$ cat config.mk
export PLATFORM = sky130hd
export DESIGN_NAME = uart_wb_bridge
export DESIGN_NICKNAME = d
export VERILOG_FILES = /design/src/rtl/uart_wb_bridge_pkg.sv /design/src/rtl/uart_reg_master.sv /design/src/rtl/uart_wb_bridge.sv
export SDC_FILE = /design/constraint.sdc
export NUM_CORES = 1
export LEC_CHECK = 0
export BUFFER_PORTS_ARGS = -buffer_cell sky130_fd_sc_hd__clkbuf_2
export CAP_MARGIN = 15
export CORE_ASPECT_RATIO = 2
export CORE_MARGIN = 1.5
export CORE_UTILIZATION = 40
export DETAILED_ROUTE_END_ITERATION = 10
export GPL_ROUTABILITY_DRIVEN = 0
export GPL_TIMING_DRIVEN = 0
export PLACE_DENSITY = 0.64
export SLEW_MARGIN = 30
export SYNTH_ARGS = -nofsm -noshare
export SYNTH_HDL_FRONTEND = slang
export SYNTH_HIERARCHICAL = 1
export SYNTH_SLANG_ARGS = --single-unit
$ cat constraint.sdc
create_clock -name clk_i -period 5.7 [get_ports clk_i]
set_clock_uncertainty 0.1 [all_clocks]
set_input_delay 1.425 -clock clk_i [delete_from_list [all_inputs] [get_ports clk_i]]
set_output_delay 1.425 -clock clk_i [all_outputs]
set_load 0.005 [all_outputs]
$ cat src/rtl/uart_wb_bridge_pkg.sv
// Shared constants for the uart debug bridge: protocol opcodes, reply
// bytes, uart register indices, status bit positions and FSM encodings.
package uart_wb_bridge_pkg;

    // Command opcodes (first byte of every command)
    localparam logic [7:0] OP_WRITE = 8'h57;
    localparam logic [7:0] OP_READ  = 8'h52;

    // Single-byte replies
    localparam logic [7:0] RSP_OK  = 8'h4B;
    localparam logic [7:0] RSP_BAD = 8'h3F;
    localparam logic [7:0] RSP_ERR = 8'h45;

    // uart register select values
    localparam logic [1:0] UREG_DATA   = 2'd0;
    localparam logic [1:0] UREG_STATUS = 2'd1;

    // uart status word bit positions
    localparam int ST_REC_EMPTY = 0;
    localparam int ST_SEND_FULL = 4;

    // Bridge FSM encodings
    localparam logic [2:0] S_RX_POLL = 3'd0;
    localparam logic [2:0] S_RX_POP  = 3'd1;
    localparam logic [2:0] S_BUS     = 3'd2;
    localparam logic [2:0] S_TX_POLL = 3'd3;
    localparam logic [2:0] S_TX_PUSH = 3'd4;

    function automatic logic is_cmd_op(input logic [7:0] b);
        return (b == OP_WRITE) || (b == OP_READ);
    endfunction

endpackage

$ cat src/rtl/uart_reg_master.sv
// Single-access master on the uart register port.
// Ports: req/we/adr/wdata request in; done pulse + rdata out;
//        u_* wishbone-style strobe/ack port towards the uart.
module uart_reg_master (
    input  logic        clk_i,
    input  logic        rst_i,
    input  logic        req_i,
    input  logic        we_i,
    input  logic [1:0]  adr_i,
    input  logic [7:0]  wdata_i,
    output logic        done_o,
    output logic [31:0] rdata_o,
    output logic        u_stb_o,
    output logic        u_we_o,
    output logic [1:0]  u_adr_o,
    output logic [3:0]  u_sel_o,
    output logic [31:0] u_dat_o,
    input  logic [31:0] u_dat_i,
    input  logic        u_ack_i
);

    logic        stb_q, stb_d;
    logic        we_q, we_d;
    logic        done_q, done_d;
    logic [1:0]  adr_q, adr_d;
    logic [3:0]  sel_q, sel_d;
    logic [7:0]  wdat_q, wdat_d;
    logic [31:0] rdata_q, rdata_d;

    // A new access may only start when neither busy nor in the done
    // cycle; the done cycle doubles as the mandatory strobe-low gap.
    always_comb begin
        stb_d   = stb_q;
        we_d    = we_q;
        adr_d   = adr_q;
        sel_d   = sel_q;
        wdat_d  = wdat_q;
        rdata_d = rdata_q;
        done_d  = 1'b0;
        if (stb_q) begin
            if (u_ack_i) begin
                stb_d   = 1'b0;
                done_d  = 1'b1;
                rdata_d = u_dat_i;
            end
        end else if (req_i && !done_q) begin
            stb_d  = 1'b1;
            we_d   = we_i;
            adr_d  = adr_i;
            sel_d  = we_i ? 4'b0001 : 4'b1111;
            wdat_d = we_i ? wdata_i : 8'h00;
        end
    end

    always_ff @(posedge clk_i or posedge rst_i) begin
        if (rst_i) begin
            stb_q   <= 1'b0;
            we_q    <= 1'b0;
            done_q  <= 1'b0;
            adr_q   <= 2'd0;
            sel_q   <= 4'd0;
            wdat_q  <= 8'd0;
            rdata_q <= 32'd0;
        end else begin
            stb_q   <= stb_d;
            we_q    <= we_d;
            done_q  <= done_d;
            adr_q   <= adr_d;
            sel_q   <= sel_d;
            wdat_q  <= wdat_d;
            rdata_q <= rdata_d;
        end
    end

    assign done_o  = done_q;
    assign rdata_o = rdata_q;
    assign u_stb_o = stb_q;
    assign u_we_o  = we_q;
    assign u_adr_o = adr_q;
    assign u_sel_o = sel_q;
    assign u_dat_o = {24'h0, wdat_q};

endmodule

$ cat src/rtl/uart_wb_bridge.sv
// uart-driven debug bus master: decodes 'W'/'R' byte commands from the
// uart rx FIFO, performs one 32-bit system bus access, replies via uart.
// Ports: clk_i/rst_i; u_* uart register port; m_* system bus port.
// Config: UART_WB_BRIDGE_TIMEOUT_EN adds a BUS_TIMEOUT ack watchdog.
module uart_wb_bridge
    import uart_wb_bridge_pkg::*;
#(
    parameter logic [15:0] BUS_TIMEOUT = 16'd1023
) (
    input  logic        clk_i,
    input  logic        rst_i,
    output logic        u_stb_o,
    output logic        u_we_o,
    output logic [1:0]  u_adr_o,
    output logic [3:0]  u_sel_o,
    output logic [31:0] u_dat_o,
    input  logic [31:0] u_dat_i,
    input  logic        u_ack_i,
    output logic        m_stb_o,
    output logic        m_we_o,
    output logic [31:0] m_adr_o,
    output logic [3:0]  m_sel_o,
    output logic [31:0] m_dat_o,
    input  logic [31:0] m_dat_i,
    input  logic        m_ack_i
);

    logic [2:0]  state_q, state_d;
    logic [3:0]  cnt_q, cnt_d;
    logic [7:0]  op_q, op_d;
    logic [31:0] adr_q, adr_d;
    logic [31:0] wdat_q, wdat_d;
    logic [31:0] rsp_q, rsp_d;
    logic [2:0]  rsp_cnt_q, rsp_cnt_d;
    logic        m_stb_q, m_stb_d;
    logic        m_we_q, m_we_d;

    logic        ur_req;
    logic        ur_we;
    logic [1:0]  ur_adr;
    logic        ur_done;
    logic [31:0] ur_rdata;
    logic [7:0]  rx_byte;
    logic        unused_rdata;

    // Every state except BUS talks to the uart
    assign ur_req = (state_q != S_BUS);
    assign ur_we  = (state_q == S_TX_PUSH);
    assign ur_adr = (state_q == S_RX_POP || state_q == S_TX_PUSH)
                  ? UREG_DATA : UREG_STATUS;

    assign rx_byte      = ur_rdata[7:0];
    assign unused_rdata = ^ur_rdata[31:8];

    uart_reg_master u_master (
        .clk_i   (clk_i),
        .rst_i   (rst_i),
        .req_i   (ur_req),
        .we_i    (ur_we),
        .adr_i   (ur_adr),
        .wdata_i (rsp_q[31:24]),
        .done_o  (ur_done),
        .rdata_o (ur_rdata),
        .u_stb_o (u_stb_o),
        .u_we_o  (u_we_o),
        .u_adr_o (u_adr_o),
        .u_sel_o (u_sel_o),
        .u_dat_o (u_dat_o),
        .u_dat_i (u_dat_i),
        .u_ack_i (u_ack_i)
    );

`ifdef UART_WB_BRIDGE_TIMEOUT_EN
    logic [15:0] timer_q, timer_d;
`else
    logic unused_timeout;
    assign unused_timeout = ^BUS_TIMEOUT;
`endif

    always_comb begin
        state_d   = state_q;
        cnt_d     = cnt_q;
        op_d      = op_q;
        adr_d     = adr_q;
        wdat_d    = wdat_q;
        rsp_d     = rsp_q;
        rsp_cnt_d = rsp_cnt_q;
        m_stb_d   = m_stb_q;
        m_we_d    = m_we_q;
`ifdef UART_WB_BRIDGE_TIMEOUT_EN
        timer_d   = 16'd0;
`endif
        unique case (state_q)
            S_RX_POLL: begin
                if (ur_done) begin
                    state_d = ur_rdata[ST_REC_EMPTY] ? S_RX_POLL : S_RX_POP;
                end
            end
            S_RX_POP: begin
                if (ur_done) begin
                    state_d = S_RX_POLL;
                    if (cnt_q == 4'd0) begin
                        op_d = rx_byte;
                        if (is_cmd_op(rx_byte)) begin
                            cnt_d = 4'd1;
                        end else begin
                            rsp_d     = {RSP_BAD, 24'h0};
                            rsp_cnt_d = 3'd1;
                            state_d   = S_TX_POLL;
                        end
                    end else if (cnt_q <= 4'd4) begin
                        adr_d = {adr_q[23:0], rx_byte};
                        cnt_d = cnt_q + 4'd1;
                        if (cnt_q == 4'd4 && op_q == OP_READ) begin
                            cnt_d   = 4'd0;
                            m_stb_d = 1'b1;
                            m_we_d  = 1'b0;
                            state_d = S_BUS;
                        end
                    end else begin
                        wdat_d = {wdat_q[23:0], rx_byte};
                        cnt_d  = cnt_q + 4'd1;
                        if (cnt_q == 4'd8) begin
                            cnt_d   = 4'd0;
                            m_stb_d = 1'b1;
                            m_we_d  = 1'b1;
                            state_d = S_BUS;
                        end
                    end
                end
            end
            S_BUS: begin
                if (m_ack_i) begin
                    m_stb_d = 1'b0;
                    m_we_d  = 1'b0;
                    state_d = S_TX_POLL;
                    if (m_we_q) begin
                        rsp_d     = {RSP_OK, 24'h0};
                        rsp_cnt_d = 3'd1;
                    end else begin
                        rsp_d     = m_dat_i;
                        rsp_cnt_d = 3'd4;
                    end
                end
`ifdef UART_WB_BRIDGE_TIMEOUT_EN
                else if (timer_q == BUS_TIMEOUT - 16'd1) begin
                    m_stb_d   = 1'b0;
                    m_we_d    = 1'b0;
                    rsp_d     = {RSP_ERR, 24'h0};
                    rsp_cnt_d = 3'd1;
                    state_d   = S_TX_POLL;
                end else begin
                    timer_d = timer_q + 16'd1;
                end
`endif
            end
            S_TX_POLL: begin
                if (ur_done) begin
                    state_d = ur_rdata[ST_SEND_FULL] ? S_TX_POLL : S_TX_PUSH;
                end
            end
            S_TX_PUSH: begin
                if (ur_done) begin
                    rsp_d     = {rsp_q[23:0], 8'h00};
                    rsp_cnt_d = rsp_cnt_q - 3'd1;
                    state_d   = (rsp_cnt_q == 3'd1) ? S_RX_POLL : S_TX_POLL;
                end
            end
            default: state_d = S_RX_POLL;
        endcase
    end

    always_ff @(posedge clk_i or posedge rst_i) begin
        if (rst_i) begin
            state_q   <= S_RX_POLL;
            cnt_q     <= 4'd0;
            op_q      <= 8'd0;
            adr_q     <= 32'd0;
            wdat_q    <= 32'd0;
            rsp_q     <= 32'd0;
            rsp_cnt_q <= 3'd0;
            m_stb_q   <= 1'b0;
            m_we_q    <= 1'b0;
        end else begin
            state_q   <= state_d;
            cnt_q     <= cnt_d;
            op_q      <= op_d;
            adr_q     <= adr_d;
            wdat_q    <= wdat_d;
            rsp_q     <= rsp_d;
            rsp_cnt_q <= rsp_cnt_d;
            m_stb_q   <= m_stb_d;
            m_we_q    <= m_we_d;
        end
    end

`ifdef UART_WB_BRIDGE_TIMEOUT_EN
    always_ff @(posedge clk_i or posedge rst_i) begin
        if (rst_i) begin
            timer_q <= 16'd0;
        end else begin
            timer_q <= timer_d;
        end
    end
`endif

    assign m_stb_o = m_stb_q;
    assign m_we_o  = m_we_q;
    assign m_adr_o = adr_q;
    assign m_sel_o = {4{m_stb_q}};
    assign m_dat_o = wdat_q;

endmodule

-- Word level (Yosys, flattened, before mapping)
Cells that the tools add are included.
- input bits: 68
- logic and storage cells: 115
- output and inout port bits: 110
- flip-flop bits (word level): 141
- $lt $le $gt $ge: 1
- mux-type cells: 53
- add/sub/neg operators: 2
- reduce and logical (&&, ||, !) cells: 18
- equal/unequal tests: 22
- bitwise logic cells: 3
- operator list (operator ; count):
    two-way mux 32 bit ; 6
    one-hot mux 32 bit (3 select lines) ; 1
    two-way mux 3 bit ; 14
    equality test 8 x 7 -> 1 bit (second input constant) ; 3
    two-way mux 4 bit ; 6
    two-way mux 1 bit ; 17
    one-hot mux 3 bit (5 select lines) ; 1
    AND reduction 6 bit ; 2
    inequality test 2 x 1 -> 1 bit (second input constant) ; 5
    one-hot mux 3 bit (3 select lines) ; 1
    two-way mux 2 bit ; 4
    two-way mux 8 bit ; 1
    inequality test 2 bit (second input constant) ; 4
    AND reduction 4 bit ; 2
    equality test 3 x 1 -> 1 bit (second input constant) ; 2
    equality test 3 x 2 -> 1 bit (second input constant) ; 2
    inequality test 3 x 2 -> 1 bit (second input constant) ; 2
    AND reduction 3 bit ; 2
    AND reduction 5 bit ; 1
    adder 4 x 1 -> 4 bit (second input constant) ; 1
    equality test 4 x 3 -> 1 bit (second input constant) ; 1
    equality test 4 bit (second input constant) ; 1
    <= comparator 4 x 3 -> 1 bit (second input constant) ; 1
    logical NOT 4 bit ; 1
    12 further kinds ; 18

-- Depth between registers and ports, before layout
- depth in word-level cells: 7
- depth in mapped cells: 8
- mapped depth without buffers: 6

-- Modules after synthesis
The synthesis kept the hierarchy.
- modules (own cells, without submodules) (module ; cells each ; seq. area each (um^2) ; times used ; area each (um^2)):
    uart_wb_bridge ; 402 ; 2902.8 ; 1 ; 5216.3
    uart_reg_master ; 147 ; 1176.1 ; 1 ; 2023.2

-- Least setup slack after synthesis
Ideal clock, no wire load.
- path kind: input to register
- from: input port m_ack_i
- to: register rsp_q[11]
- slack: 2671 ps
- stages: 7
- path buffers: 3
- arrival time: 2804 ps
- setup time: 125 ps
- data required time: 5475 ps
- cell sequence: or4b_1 -> o211a_1 -> buf_6 -> o21a_1 -> buf_6 -> buf_12 -> mux2_4
- word-level cells in the longest chain between the ends: 2
- ends and longest elaborated chain (item ; line ; text):
    start: declaration ; uart_wb_bridge.sv:25 ; input logic m_ack_i
    inequality test 2 bit (no line) ; n/a ;
    AND reduction 6 bit (no line) ; n/a ;
    end signal: assignment ; uart_wb_bridge.sv:190 ; rsp_q <= rsp_d;
    end: declaration ; uart_wb_bridge.sv:33 ; logic [31:0] rsp_q, rsp_d;
Every way passes these cells.
A chain may end at the register's enable or synchronous reset.

-- Final worst setup path
- from: input port m_ack_i
- to: register rsp_q[17]
The elaborated chain is that of the path after synthesis.

==> run_results.csv <==
group,metric,value,unit
outcome,status,"finished, final reports clean",
critical_path,crit_top_cell,"buf_6",
finish,drive_above_1_share,0.467,
critical_path,endpoint_kind,"flop",
grt,antenna_found_initial,0,
pwr,ir_drop,0.000352,V
job,cap_violations,0,
pwr,combPwrFrac,0.301,
clock_tree,clk_pin_slew,0.06,ns
synthesis,ys_warn_count,6,
critical_path,slowest_stage,"or4b_1",
critical_path,cp_max_fo,10,
timing,relSlewSlack,0.595,
timing,rsz0062_at_grt,"false",
clock_tree,clk-insertion-delay-late,0.41,ns
floorplanning,fp.dieW,92.1,um
route,drt_first_pass_iters,4,
finish,nets,745,
route,drtIter0Drc,124,
clock_tree,cts-htree-levels,4,
place,placed_area,7370,sq um
clock_tree,clock_path_buffers,2,
route,post-route-drc-count,0,
finish,fin_area,7950,sq um
synthesis,syn-cell-area,6350,sq um
grt,grt_pass1_wl,22800,um
finish,final_cell_mix,"dfrtp_1, clkbuf_2, mux2_2, buf_4, inv_1",
route,via_count,4369,
clock_tree,cts_made_buffers,17,
clock_tree,postCtsSetupRepairBufs,0,
timing,timing.final.crit_share,0.499,
critical_path,crit_required,5.89,ns
floorplanning,start_util,0.405,
clock_tree,hold_buffers,0,
grt,grt_pass1_vias,4589,
timing,slew_viol_final,0,
route,antenna_left,0,
clock_tree,root_buffer,"clkbuf_16",
grt,overflow,0,
pwr,switchingPower,0.00114,W
pwr,power.density,433,nW/um^2
timing,period_needed,2.84,ns
floorplanning,num_rows,65,
timing,setup_tns,0,ns
route,totalWireLength,14000,um
synthesis,synth.avg_cell_area,12.7,sq um
timing,setup_viol,0,
critical_path,crit_arrival,3.03,ns
grt,gr-usage-all-layers,0.174,
timing,hold_viol_final,0,
floorplanning,core_area,15700,sq um
floorplanning,ios,178,
finish,final_common_cell,"dfrtp_1",
grt,grt_max_degree,79,
pwr,clkPwrFrac,0.303,
pwr,sw_frac_of_total,0.330,
timing,fmax,352,MHz
timing,worstMarginPinSlew,0.605,ns
critical_path,slowest_delay,0.48,ns
clock_tree,cts_resized,0,
floorplanning,dieArea,16700,sq um
synthesis,synth_cells,500,
pwr,leakage,4.08,nW
finish,num_antenna_cells,0,
clock_tree,cts_tree,"done",
pwr,p_int,0.00231,W
critical_path,crit_type,"primary input to flop",
critical_path,critPathLaunchType,"primary input",
route,wl_per_cell,15.8,um
place,dp_hpwl,10800,um
hold_path,hp-class,"flop to flop",
pwr,p_seq_frac,0.396,
finish,syn_to_final_growth,25.1,%
critical_path,crit_chain,"clkbuf_2, or4b_1, o211a_1, buf_6, o21a_1, buf_6, buf_12, mux2_4",
clock_tree,clock-sinks,139,
floorplanning,fp.dieH,181,um
place,port_buffers,129,
route,avgViaCountPerCell,4.93,
path summary, 6_finish.rpt:
path	slack [ns]	endpoint	startpoint	depth (start not counted)
max	2.86	rsp_q[17]	m_ack_i	8
max reg2reg	3.13	m_adr_o[24]	state_q[0]	7
max in group asynchronous	3.93	cnt_q[0]	rst_i	3
min	0.38	u_master/u_sel_o[0]	u_master/u_sel_o[0]	1
min reg2reg	0.38	u_master/u_sel_o[0]	u_master/u_sel_o[0]	1
min in group asynchronous	0.91	rsp_q[26]	rst_i	2
per-stage QoR:
step	power, W	hold WS (ns)	setup slack [ns]	util	std cells
3_5_place_dp	0.00242	0.366	2.45	0.470	854
3_3_place_gp	0.00238	0.359	-0.157	0.468	853
4_1_cts	0.00348	0.381	2.87	0.506	886
6_report	0.00344	0.376	2.86	0.506	886
2_1_floorplan	0.00212	0.364	1.10	-	523
5_1_grt	0.00363	0.387	2.84	0.506	886
flip-flops by register name, summed over array words and instances, names as in the netlist:
name,count
m_adr_o,32
u_master/u_stb_o,1
state_q,3
u_master/u_sel_o,2
op_q,8
u_master/rdata_o,8
cnt_q,4
u_master/done_o,1
m_we_o,1
m_stb_o,1
rsp_cnt_q,3
u_master/wdat_q,8
m_dat_o,32
u_master/u_adr_o,2
rsp_q,32
u_master/u_we_o,1
worst max-delay path, delay by kind of cell:
kind | cells | cell delay (ns)
compound gates | 2 | 0.26
mux | 1 | 0.30
buf+inv | 4 | 0.56
simple gates | 1 | 0.48
routing by layer:
metal | vias up | GRT usage | share of wire
met5 | - | 0 | 0
li1 | 2038 | - | -
met2 | 143 | 0.336 | 0.57
met4 | 0 | 0.0591 | 0.015
met3 | 24 | 0.0396 | 0.047
met1 | 2164 | 0.178 | 0.37
power by group through the flow:
stage	logic, W	registers [W]	clock network (W)
after global placement	0.00101	0.00137	0
after CTS	0.00104	0.00137	0.00107
after global routing	0.00113	0.00139	0.00111
after floorplan	0.000801	0.00131	0
after detailed placement	0.00104	0.00138	0
final	0.00104	0.00136	0.00104
cell type report:
| cell class | count | area [sq um] |
|---|---|---|
| Multi-Input combinational cell | 295 | 2430 |
| Inverter | 30 | 120 |
| Timing Repair Buffer | 130 | 673 |
| Fill cell | 1426 | 7750 |
| Clock buffer | 18 | 439 |
| Tap cell | 201 | 251 |
| Sequential cell | 139 | 3480 |
| Buffer | 59 | 424 |
| Clock inverter | 14 | 126 |
(Power assumes the default switching activity.)
